<file path="config.mk">
export PLATFORM = sky130hd
export DESIGN_NAME = gpio_input_port_flat
export DESIGN_NICKNAME = d
export VERILOG_FILES = /design/src/rtl/gpio_input_port_if.sv /design/src/rtl/gpio_input_port.sv /design/src/flat_wrapper.sv
export SDC_FILE = /design/constraint.sdc
export NUM_CORES = 1
export LEC_CHECK = 0
export BUFFER_PORTS_ARGS = -buffer_cell sky130_fd_sc_hd__clkbuf_2
export CORE_ASPECT_RATIO = 0.6
export CORE_MARGIN = 2
export CORE_UTILIZATION = 34
export DETAILED_ROUTE_END_ITERATION = 6
export MAX_ROUTING_LAYER = met4
export PLACE_DENSITY_LB_ADDON = 0.15
export SLEW_MARGIN = 10
export SYNTH_ARGS = -nofsm -noshare
export SYNTH_HDL_FRONTEND = slang
export SYNTH_SLANG_ARGS = --single-unit
</file>
<file path="constraint.sdc">
create_clock -name clk -period 2.19 [get_ports clk]
set_clock_uncertainty 0.1 [all_clocks]
set_input_delay 0.3285 -clock clk [delete_from_list [all_inputs] [get_ports clk]]
set_output_delay 0.3285 -clock clk [all_outputs]
set_load 0.01 [all_outputs]
</file>
<file path="src/rtl/gpio_input_port_if.sv">
// Core-side bus and pin bundle for the GPIO input peripheral.
// The core drives the bus as master; the peripheral is the slave.
interface gpio_input_port_if #(
    parameter int DATA_WIDTH = 32,
    parameter int GPIO_WIDTH = 8
);
    logic [DATA_WIDTH-1:0] Address_i;
    logic                  Read_Enable_i;
    logic                  Write_Enable_i;
    logic [DATA_WIDTH-1:0] Write_Data_i;
    logic [GPIO_WIDTH-1:0] GPIO_i;
    logic [DATA_WIDTH-1:0] Read_Data_o;
    logic                  Select_o;
    logic                  Irq_o;

    modport master (
        output Address_i, Read_Enable_i, Write_Enable_i, Write_Data_i,
        input  Read_Data_o, Select_o, Irq_o
    );

    modport slave (
        input  Address_i, Read_Enable_i, Write_Enable_i, Write_Data_i,
        input  GPIO_i,
        output Read_Data_o, Select_o, Irq_o
    );
endinterface

</file>
<file path="src/rtl/gpio_input_port.sv">
// Memory-mapped GPIO input port: synchronizer, debounce,
// sticky clear-on-read rising-edge flags, mask and interrupt.
module gpio_input_port #(
    parameter int          DATA_WIDTH      = 32,
    parameter int          GPIO_WIDTH      = 8,
    parameter logic [31:0] BASE_ADDR       = 32'h1001_0024,
    parameter int          DEBOUNCE_CYCLES = 4
) (
    input logic         clk,
    input logic         reset,
    gpio_input_port_if.slave bus
);
    localparam int CW = $clog2(DEBOUNCE_CYCLES) + 1;
    localparam logic [CW-1:0] CNT_LAST = CW'(DEBOUNCE_CYCLES - 1);

    localparam logic [DATA_WIDTH-1:0] ADDR_DATA = DATA_WIDTH'(BASE_ADDR);
    localparam logic [DATA_WIDTH-1:0] ADDR_EDGE = DATA_WIDTH'(BASE_ADDR + 32'd4);
    localparam logic [DATA_WIDTH-1:0] ADDR_MASK = DATA_WIDTH'(BASE_ADDR + 32'd8);

    logic [GPIO_WIDTH-1:0] sync1;
    logic [GPIO_WIDTH-1:0] sync2;
    logic [GPIO_WIDTH-1:0] stable;
    logic [GPIO_WIDTH-1:0] edge_q;
    logic [GPIO_WIDTH-1:0] mask_q;
    logic [GPIO_WIDTH-1:0] accept;
    logic [GPIO_WIDTH-1:0] rise;
    logic [CW-1:0]         cnt [GPIO_WIDTH];
    logic                  irq_q;
    logic                  hit_data;
    logic                  hit_edge;
    logic                  hit_mask;
    logic                  clr_edge;
    logic                  ld_mask;
    logic [DATA_WIDTH-1:0] rdata;
    logic                  unused_wdata;

    assign hit_data = (bus.Address_i == ADDR_DATA);
    assign hit_edge = (bus.Address_i == ADDR_EDGE);
    assign hit_mask = (bus.Address_i == ADDR_MASK);

    assign bus.Select_o = hit_data | hit_edge | hit_mask;
    assign clr_edge     = bus.Read_Enable_i & hit_edge;
    assign ld_mask      = bus.Write_Enable_i & hit_mask;
    assign unused_wdata = ^bus.Write_Data_i;

    // A bit is accepted once it has differed for DEBOUNCE_CYCLES edges
    always_comb begin
        accept = '0;
        for (int i = 0; i < GPIO_WIDTH; i++) begin
            accept[i] = (sync2[i] != stable[i]) && (cnt[i] == CNT_LAST);
        end
    end

    assign rise = accept & sync2 & ~stable;

    // Two-flop synchronizer on the asynchronous pins
    always_ff @(posedge clk or negedge reset) begin
        if (!reset) begin
            sync1 <= '0;
            sync2 <= '0;
        end else begin
            sync1 <= bus.GPIO_i;
            sync2 <= sync1;
        end
    end

    // Per-bit debounce counter and accepted stable level
    always_ff @(posedge clk or negedge reset) begin
        if (!reset) begin
            stable <= '0;
            for (int i = 0; i < GPIO_WIDTH; i++) begin
                cnt[i] <= '0;
            end
        end else begin
            for (int i = 0; i < GPIO_WIDTH; i++) begin
                if (sync2[i] == stable[i]) begin
                    cnt[i] <= '0;
                end else if (accept[i]) begin
                    cnt[i]    <= '0;
                    stable[i] <= sync2[i];
                end else begin
                    cnt[i] <= cnt[i] + CW'(1);
                end
            end
        end
    end

    // Sticky rising-edge flags; a new edge beats a same-cycle clear
    always_ff @(posedge clk or negedge reset) begin
        if (!reset) begin
            edge_q <= '0;
        end else begin
            edge_q <= (edge_q & ~{GPIO_WIDTH{clr_edge}}) | rise;
        end
    end

    // Interrupt mask register
    always_ff @(posedge clk or negedge reset) begin
        if (!reset) begin
            mask_q <= '0;
        end else if (ld_mask) begin
            mask_q <= bus.Write_Data_i[GPIO_WIDTH-1:0];
        end
    end

    // Registered interrupt from pending unmasked edges
    always_ff @(posedge clk or negedge reset) begin
        if (!reset) begin
            irq_q <= 1'b0;
        end else begin
            irq_q <= |(edge_q & mask_q);
        end
    end

    // Combinational read mux, zero when nothing is selected
    always_comb begin
        rdata = '0;
        unique case (1'b1)
            hit_data: rdata[GPIO_WIDTH-1:0] = stable;
            hit_edge: rdata[GPIO_WIDTH-1:0] = edge_q;
            hit_mask: rdata[GPIO_WIDTH-1:0] = mask_q;
            default:  rdata = '0;
        endcase
    end

    assign bus.Read_Data_o = rdata;
    assign bus.Irq_o       = irq_q;
endmodule

</file>
<file path="src/flat_wrapper.sv">
// flat-port wrapper written by rule: the top's interface ports become plain ports
module gpio_input_port_flat 
#(
    parameter int          DATA_WIDTH      = 32,
    parameter int          GPIO_WIDTH      = 8,
    parameter logic [31:0] BASE_ADDR       = 32'h1001_0024,
    parameter int          DEBOUNCE_CYCLES = 4
)
  (clk, reset, bus_Address_i, bus_Read_Enable_i, bus_Write_Enable_i, bus_Write_Data_i, bus_GPIO_i, bus_Read_Data_o, bus_Select_o, bus_Irq_o);
  gpio_input_port_if #(.DATA_WIDTH(DATA_WIDTH), .GPIO_WIDTH(GPIO_WIDTH)) bus_i ();
  input logic clk;
  input logic reset;
  input wire logic [$bits(bus_i.Address_i)-1:0] bus_Address_i;
  input wire logic [$bits(bus_i.Read_Enable_i)-1:0] bus_Read_Enable_i;
  input wire logic [$bits(bus_i.Write_Enable_i)-1:0] bus_Write_Enable_i;
  input wire logic [$bits(bus_i.Write_Data_i)-1:0] bus_Write_Data_i;
  input wire logic [$bits(bus_i.GPIO_i)-1:0] bus_GPIO_i;
  output wire logic [$bits(bus_i.Read_Data_o)-1:0] bus_Read_Data_o;
  output wire logic [$bits(bus_i.Select_o)-1:0] bus_Select_o;
  output wire logic [$bits(bus_i.Irq_o)-1:0] bus_Irq_o;
  assign bus_i.Address_i = bus_Address_i;
  assign bus_i.Read_Enable_i = bus_Read_Enable_i;
  assign bus_i.Write_Enable_i = bus_Write_Enable_i;
  assign bus_i.Write_Data_i = bus_Write_Data_i;
  assign bus_i.GPIO_i = bus_GPIO_i;
  assign bus_Read_Data_o = bus_i.Read_Data_o;
  assign bus_Select_o = bus_i.Select_o;
  assign bus_Irq_o = bus_i.Irq_o;
  gpio_input_port #(.DATA_WIDTH(DATA_WIDTH), .GPIO_WIDTH(GPIO_WIDTH), .BASE_ADDR(BASE_ADDR), .DEBOUNCE_CYCLES(DEBOUNCE_CYCLES)) u_core (.clk(clk), .reset(reset), .bus(bus_i));
endmodule
</file>
==> summary.md, run 1 <==
| Metric | Value |
|---|---|
| Iteration-0 DRC Markers | 51 |
| Clock root cell | clkbuf_16 |
| Hold_sp | bus_GPIO_i[0] |
| Clk slew on worst S/H paths | 0.05 ns |
| Share of cells above drive strength 1 | 0.308 |
| Dpl hpwl | ~3900 um |
| Fillers | 749 |
| Seq/Total Area, Yosys | 0.565 |
| Vias in the first global route | 1826 |
| Placer Congestion | 0.682 |
| Setup TNS | 0 ns |
| Clk pwr share | 0.366 |
| Initial Util | 0.358 |
| CTS max path bufs | 2 |
| Syn avg cell area | 12.1 sq um |
| Max-cap violations | 0 |
| Largest net degree at the start of global routing | 66 |
| Reg2Reg Setup Slack | 0.94 ns |
| Outcome | complete, no violations |
| Multi-input logic area | 1100 sq um |
| Vias | 1905 |
| Worst-path maximum fanout | 9 |
| Worst hold stages | 1 |
| Final period utilization | 0.916 |
| Wirelength per Cell | 12.8 um |
| Initial antenna violation count | 0 |
| YS warnings | 0 |
| Die Ht | 75.3 um |
| # clock sinks | 65 |
| Final Max Slew Viols | 0 |
| Final ANT Viol Nets | 0 |
| Number of distinct library cells after synthesis | 29 |
| Gr ovfl total | 0 |
| Overall Global Routing Usage | 0.135 |
| Critical Path Source Type | input pin |
| Post-Syn Area | 2880 sq um |
| Min Tclk post-route | 2.01 ns |
| CTS tree | done |
| Power per cell area | 1020 nW/um^2 |
| CTS Buf Count | 9 |
| Hold EP | u_core.sync1[0] |
| Num rows | 25 |
| Setup-failing EPs final | 0 |
| Fin. Hold Viols | 0 |
| Core box area | 8040 sq um |
| First-pass GRT wire length | 8890 um |
| H-tree Lvls | 3 |
| ANT cells | 0 |
| Critical path class | in2out |
| IO Pins | 110 |
| Via density | 4.47 |
| DRT Pass-1 Iters | 4 |
| IR drop worst, VDD | 0.604 mV |
| Port Buffers | 61 |
| Sequential share of power | 0.457 |
| RSZ-0062 raised after global routing | false |
| Post-Route WL | 5430 um |
| Async S/R FF share, synth | 1.00 |
| R2R cell count | 3 |
| Leak Pwr | around 1.7 nW |
| Critical path data required time | 1.76 ns |
| Power consumption | about 3.7 mW |
| CP Data Arrival Time | roughly 1.6 ns |
| Hold Crit Class | in2reg |
| Drc violations | 0 |
| Yosys reg bits | 65 |
| Switching power | 0.976 mW |
| Die width | 123 um |
| Post-Syn Instances | 238 |
| Switching Fraction | 0.267 |
| Gate power share | 0.178 |
| Clock Latency Late Sink | 0.31 ns |
| Worst reg2reg path endpoint | u_core.edge_q[2] |
| Post-synth EDFFs | 0 |
| Reg area | 1630 sq um |
| Int Power | 2.69 mW |
| Synth Flop Type | dfrtp_1 |
| Final nets | around 400 |
| Reg2reg start | u_core.cnt[15] |
| Area Overhead vs Synth | 24.3% |
| Fmax achieved | roughly 500 MHz |
| CP endpoint kind | output port |
| Total Die Area | between 9000 and 10000 sq um |
-- routing by layer --
metal	global-route usage	up-vias	routed length, um
met3	0.0424	7	348
met1	0.180	897	2770
met5	-	-	0
met4	0.0536	0	48
met2	0.190	64	2270
li1	-	937	-
-- area by class of cell --
type | count | share of cell area
inverters | 9 | 0.00944
flip-flops and latches | 65 | 0.455
repair buffers | 69 | 0.108
well taps | 108 | 0.0378
clock buffers | 14 | 0.0794
clock inverters | 2 | 0.00280
multi-input cells | 159 | 0.308
-- kinds of logic after synthesis --
kind of cell / after synthesis / synth area share
and+or+nand+nor: 75 / 0.167
xor gates and xnor gates: 8 / 0.0243
other: 1 / 0.00130
buffers and inverters: 37 / 0.0822
DFF: 65 / 0.565
muxes: 16 / 0.0591
adders and majority gates: 8 / 0.0348
AOI/OAI and AO/OA: 28 / 0.0661
-- timing repair --
action                                  4_1_cts  5_1_grt
hold buffers                                  2        1
endpoints found under the hold margin        66        1
gates resized for setup                       0        1
endpoints found under the setup margin        0        9
buffers inserted                              0        0
-- how the worst max path moves through the flow --
stage	cells past startpoint	slack, ns	start	to
after floorplan	5	0.30	bus_Address_i[18]	bus_Read_Data_o[0]
after global placement	6	0.05	bus_Address_i[0]	bus_Read_Data_o[1]
after detailed placement	6	0.02	bus_Address_i[0]	bus_Read_Data_o[2]
after CTS	6	0.01	bus_Address_i[0]	bus_Read_Data_o[2]
after global routing	6	0.04	bus_Address_i[13]	bus_Read_Data_o[2]
final	6	0.18	bus_Address_i[0]	bus_Read_Data_o[2]
-- state kept, by name (all words and copies together), names as in the netlist --
signal / count
u_core.bus.Irq_o: 1
u_core.cnt: 24
u_core.edge_q: 8
u_core.mask_q: 8
u_core.stable: 8
u_core.sync1: 8
u_core.sync2: 8
-- worst max-delay path, cell delays in order --
cell	delay, ns
clkbuf_2	0.08
nor4b_2	0.28
nand4_1	0.23
or2_4	0.35
nor2_1	0.15
clkbuf_2	0.15
-- power by group through the flow --
stage	Sequential [mW]	Clock [mW]	Combinational, mW
floorplan	1.63	0	0.522
finish	1.67	1.34	0.651
CTS	1.68	1.39	0.665
detailed placement	1.69	0	0.652
global placement	1.69	0	0.641
global route	1.71	1.45	0.777
-- cell usage after synthesis, types with 3 or more instances --
library cell	n	share of area
clkbuf_1	3	0.0039
a21oi_1	8	0.014
mux2i_1	8	0.028
nor4b_2	3	0.016
a32o_1	8	0.028
a22oi_1	4	0.010
dfrtp_1	65	0.57
nor2_1	19	0.025
nand2_1	9	0.012
nor3b_1	14	0.037
inv_1	8	0.010
xnor2_1	8	0.024
nor3_1	8	0.014
buf_4	24	0.063
mux2_2	8	0.031
nor2b_1	11	0.024
ha_1	8	0.035
o21ai_0	8	0.014
-- metrics by stage --
| step | instances | cell area [sq um] | worst slack [ns] | utilization | hold WS (ns) |
|---|---|---|---|---|---|
| final | 426 | 3580 | 0.183 | 0.445 | 0.0189 |
| after global routing | 426 | 3580 | 0.0369 | 0.445 | 0.00151 |
| after CTS | 425 | 3570 | 0.0143 | 0.444 | 0.00152 |
| after detailed placement | 407 | 3250 | 0.0181 | 0.405 | 0.236 |
| after global placement | 407 | 3250 | 0.0522 | 0.405 | 0.232 |
| after floorplan | 261 | 2960 | 0.301 | - | -0.0671 |
-- layout by cell type, fill, tap and decap left out, types with 3 or more instances in the layout --
cell type	netlist	routed
a32o_1	8	8
o21ai_0	8	8
a22oi_1	4	4
clkbuf_2	0	61
nor2_1	19	19
buf_4	24	4
clkbuf_16	0	9
dlygate4sd3_1	0	3
xnor2_1	8	8
conb_1	1	24
nand2_1	9	9
nor3b_1	14	14
mux2i_1	8	8
nor3_1	8	8
nor2b_1	11	11
clkbuf_8	0	4
dfrtp_1	65	65
inv_1	8	8
a21oi_1	8	8
mux2_2	8	8
nor4b_2	3	3
ha_1	8	8
Note: power is estimated with default switching activity, not from simulation.
==> run 2: changes to the inputs <==
CTS_BUF_LIST = sky130_fd_sc_hd__clkbuf_8   (was not set)
==> run 2 against run 1 <==
Against the previous run:
- register-to-register slack is essentially flat
- worst hold slack better by 0.12 ns
- first-iteration DRC count rose by 49%
- setup slack hardly changed
- combinational power grew 0.6%
- sequential cell count unchanged
- sequential power barely moved
- total power is 11% lower
- clock power is 30% lower
- wire length down 1.2%
- cell count grew 1.4%
==> summary.md, run 2 (synthesis gave the netlist of run 1 again) <==
| Metric | Value |
|---|---|
| Die Ht | 75.3 um (unchanged) |
| Clock root cell | clkbuf_8 (was clkbuf_16) |
| Num rows | 25 (unchanged) |
| Dpl hpwl | 3930 um (unchanged) |
| Slowest Stage Delay on Critical Path | 0.35 ns (about the same) |
| IO Pins | 110 (unchanged) |
| IR drop worst, VDD | 0.423 mV (was 0.604 mV) |
| Slowest library cell on the worst path | or2_4 (unchanged) |
| Wirelength per Cell | 12.4 um (was 12.8 um) |
| CTS tree | done (unchanged) |
| Final nets | 403 (was 397) |
| Power per cell area | 923 nW/um^2 (was 1020 nW/um^2) |
| First-pass GRT wire length | 8850 um (was 8890 um) |
| Initial Util | 0.358 (unchanged) |
| DRT Pass-1 Iters | 4 (unchanged) |
| RSZ-0062 raised after global routing | false (unchanged) |
| Most frequent cells in the layout | dfrtp_1 (65), clkbuf_2 (61), conb_1 (24) (unchanged) |
| Final period utilization | 0.916 (about the same) |
| Clk slew on worst S/H paths | 0.06 ns (was 0.05 ns) |
| CP Data Arrival Time | 1.58 ns (about the same) |
| Hold Crit Class | in2reg (unchanged) |
| Setup-failing EPs final | 0 (unchanged) |
| Largest net degree at the start of global routing | 66 (unchanged) |
| Hold Slack | 0.138 ns (was 0.0189 ns) |
| Total Die Area | 9240 sq um (unchanged) |
| # clock sinks | 65 (unchanged) |
| CTS Buf Count | 9 (unchanged) |
| Number of flip-flops in the largest register | 24 (unchanged) |
| Final ANT Viol Nets | 0 (unchanged) |
| Initial antenna violation count | 0 (unchanged) |
| Finished Cell Area | 3540 sq um (was 3580 sq um) |
| Setup TNS | 0 ns (unchanged) |
| Max-cap violations | 0 (unchanged) |
| Vias in the first global route | 1840 (was 1826) |
| Gr ovfl total | 0 (unchanged) |
| H-tree Lvls | 3 (unchanged) |
| Outcome | complete, no violations (unchanged) |
| Fmax achieved | 498 MHz (about the same) |
| Area Overhead vs Synth | 22.9% (was 24.3%) |
| Final core occ | 0.440 (was 0.445) |
| Drc violations | 0 (unchanged) |
| Final Max Slew Viols | 0 (unchanged) |
| Worst-path maximum fanout | 9 (unchanged) |
| Placer Congestion | 0.682 (unchanged) |
| Die width | 123 um (unchanged) |
| Post-Route WL | 5370 um (was 5430 um) |
| Vias | 1910 (was 1905) |
| Port Buffers | 61 (unchanged) |
| Core box area | 8040 sq um (unchanged) |
| Via density | 4.42 (was 4.47) |
| Fin. Hold Viols | 0 (unchanged) |
| Critical-path cell list | clkbuf_2 -> nor4b_2 -> nand4_1 -> or2_4 -> nor2_1 -> clkbuf_2 (unchanged) |
| Min Tclk post-route | 2.01 ns (about the same) |
| Critical Path Source Type | input pin (unchanged) |
| Fillers | 761 (was 749) |
| CP delay by family, top | simple AND/OR/NAND/NOR gates (unchanged) |
| Iteration-0 DRC Markers | 76 (was 51) |
| Overall Global Routing Usage | 0.134 (was 0.135) |
| Commonest non-fill, non-tap cell in the layout | dfrtp_1 (unchanged) |
| Share of cells above drive strength 1 | 0.302 (was 0.308) |
| CTS max path bufs | 2 (unchanged) |
| Cell area after placement | 3250 sq um (unchanged) |
| ANT cells | 0 (unchanged) |
| Most flop-heavy register | u_core.cnt (unchanged) |
| CP endpoint kind | output port (unchanged) |
| Critical path data required time | 1.76 ns (about the same) |
| Critical path class | in2out (unchanged) |
| Clock Latency Late Sink | 0.33 ns (was 0.31 ns) |
| Critical path buffers and inverters | 2 (unchanged) |
| Leak Pwr | 1.73 nW (was 1.74 nW) |
| Most used cell, CP | clkbuf_2 (unchanged) |
## run 2: cell types whose count changed in the layout (fill, tap and decap cells not counted)
cell,previous run,this run
inv_1,8,9
clkbuf_16,9,0
clkbuf_1,1,0
dlygate4sd3_1,3,9
clkbuf_8,4,13
## run 2: what timing repair did
action | in CTS | in global routing
hold endpoints to repair | 73 | 0
endpoints found under the setup margin | 0 | 9
buffers inserted | 0 | 0
gates resized for setup | 0 | 1
hold buffers | 9 | 0
## run 2: final cells by class
type	count	area, sq um	area share
clock buffers	13	179	0.0506
clock inverters	3	13.8	0.00389
inverters	9	33.8	0.00955
multi-input cells	159	1100	0.312
flip-flops and latches	65	1630	0.460
well taps	108	135	0.0382
repair buffers	75	445	0.126
## run 2: routing by layer
layer / wire [um] / track usage / share of wire / up-vias
met3: 415 / 0.0515 / 0.077 / 5
li1: - / - / - / 943
met4: 48 / 0.0421 / 0.0089 / 0
met1: 2690 / 0.180 / 0.50 / 894
met5: 0 / - / 0 / -
met2: 2210 / 0.186 / 0.41 / 68
## run 2: final timing paths
check / to / slack, ns / depth (start not counted) / from
worst max register to register: u_core.edge_q[2] / 0.94 / 3 / u_core.cnt[15]
worst min-delay path: u_core.mask_q[5] / 0.14 / 2 / bus_Write_Data_i[5]
worst max-delay path: bus_Read_Data_o[2] / 0.18 / 6 / bus_Address_i[0]
worst min register to register: u_core.sync2[3] / 0.25 / 0 / u_core.sync1[3]
max in group asynchronous: u_core.stable[4] / 1.26 / 3 / reset
min in group asynchronous: u_core.sync1[5] / 0.43 / 3 / reset
## run 2: through the flow
step                      setup slack (ns)  total power [mW]  instances
final                                0.183              3.26        432
after global routing                0.0369              3.54        432
after CTS                           0.0143              3.33        432
after detailed placement            0.0181              2.34        407
after global placement              0.0522              2.33        407
after floorplan                      0.301              2.15        261
## run 2: power by group
group / internal (mW) / switching, mW / total [mW]
logic: 0.334 / 0.321 / 0.655
registers: 1.47 / 0.195 / 1.67
clock network: 0.527 / 0.414 / 0.941
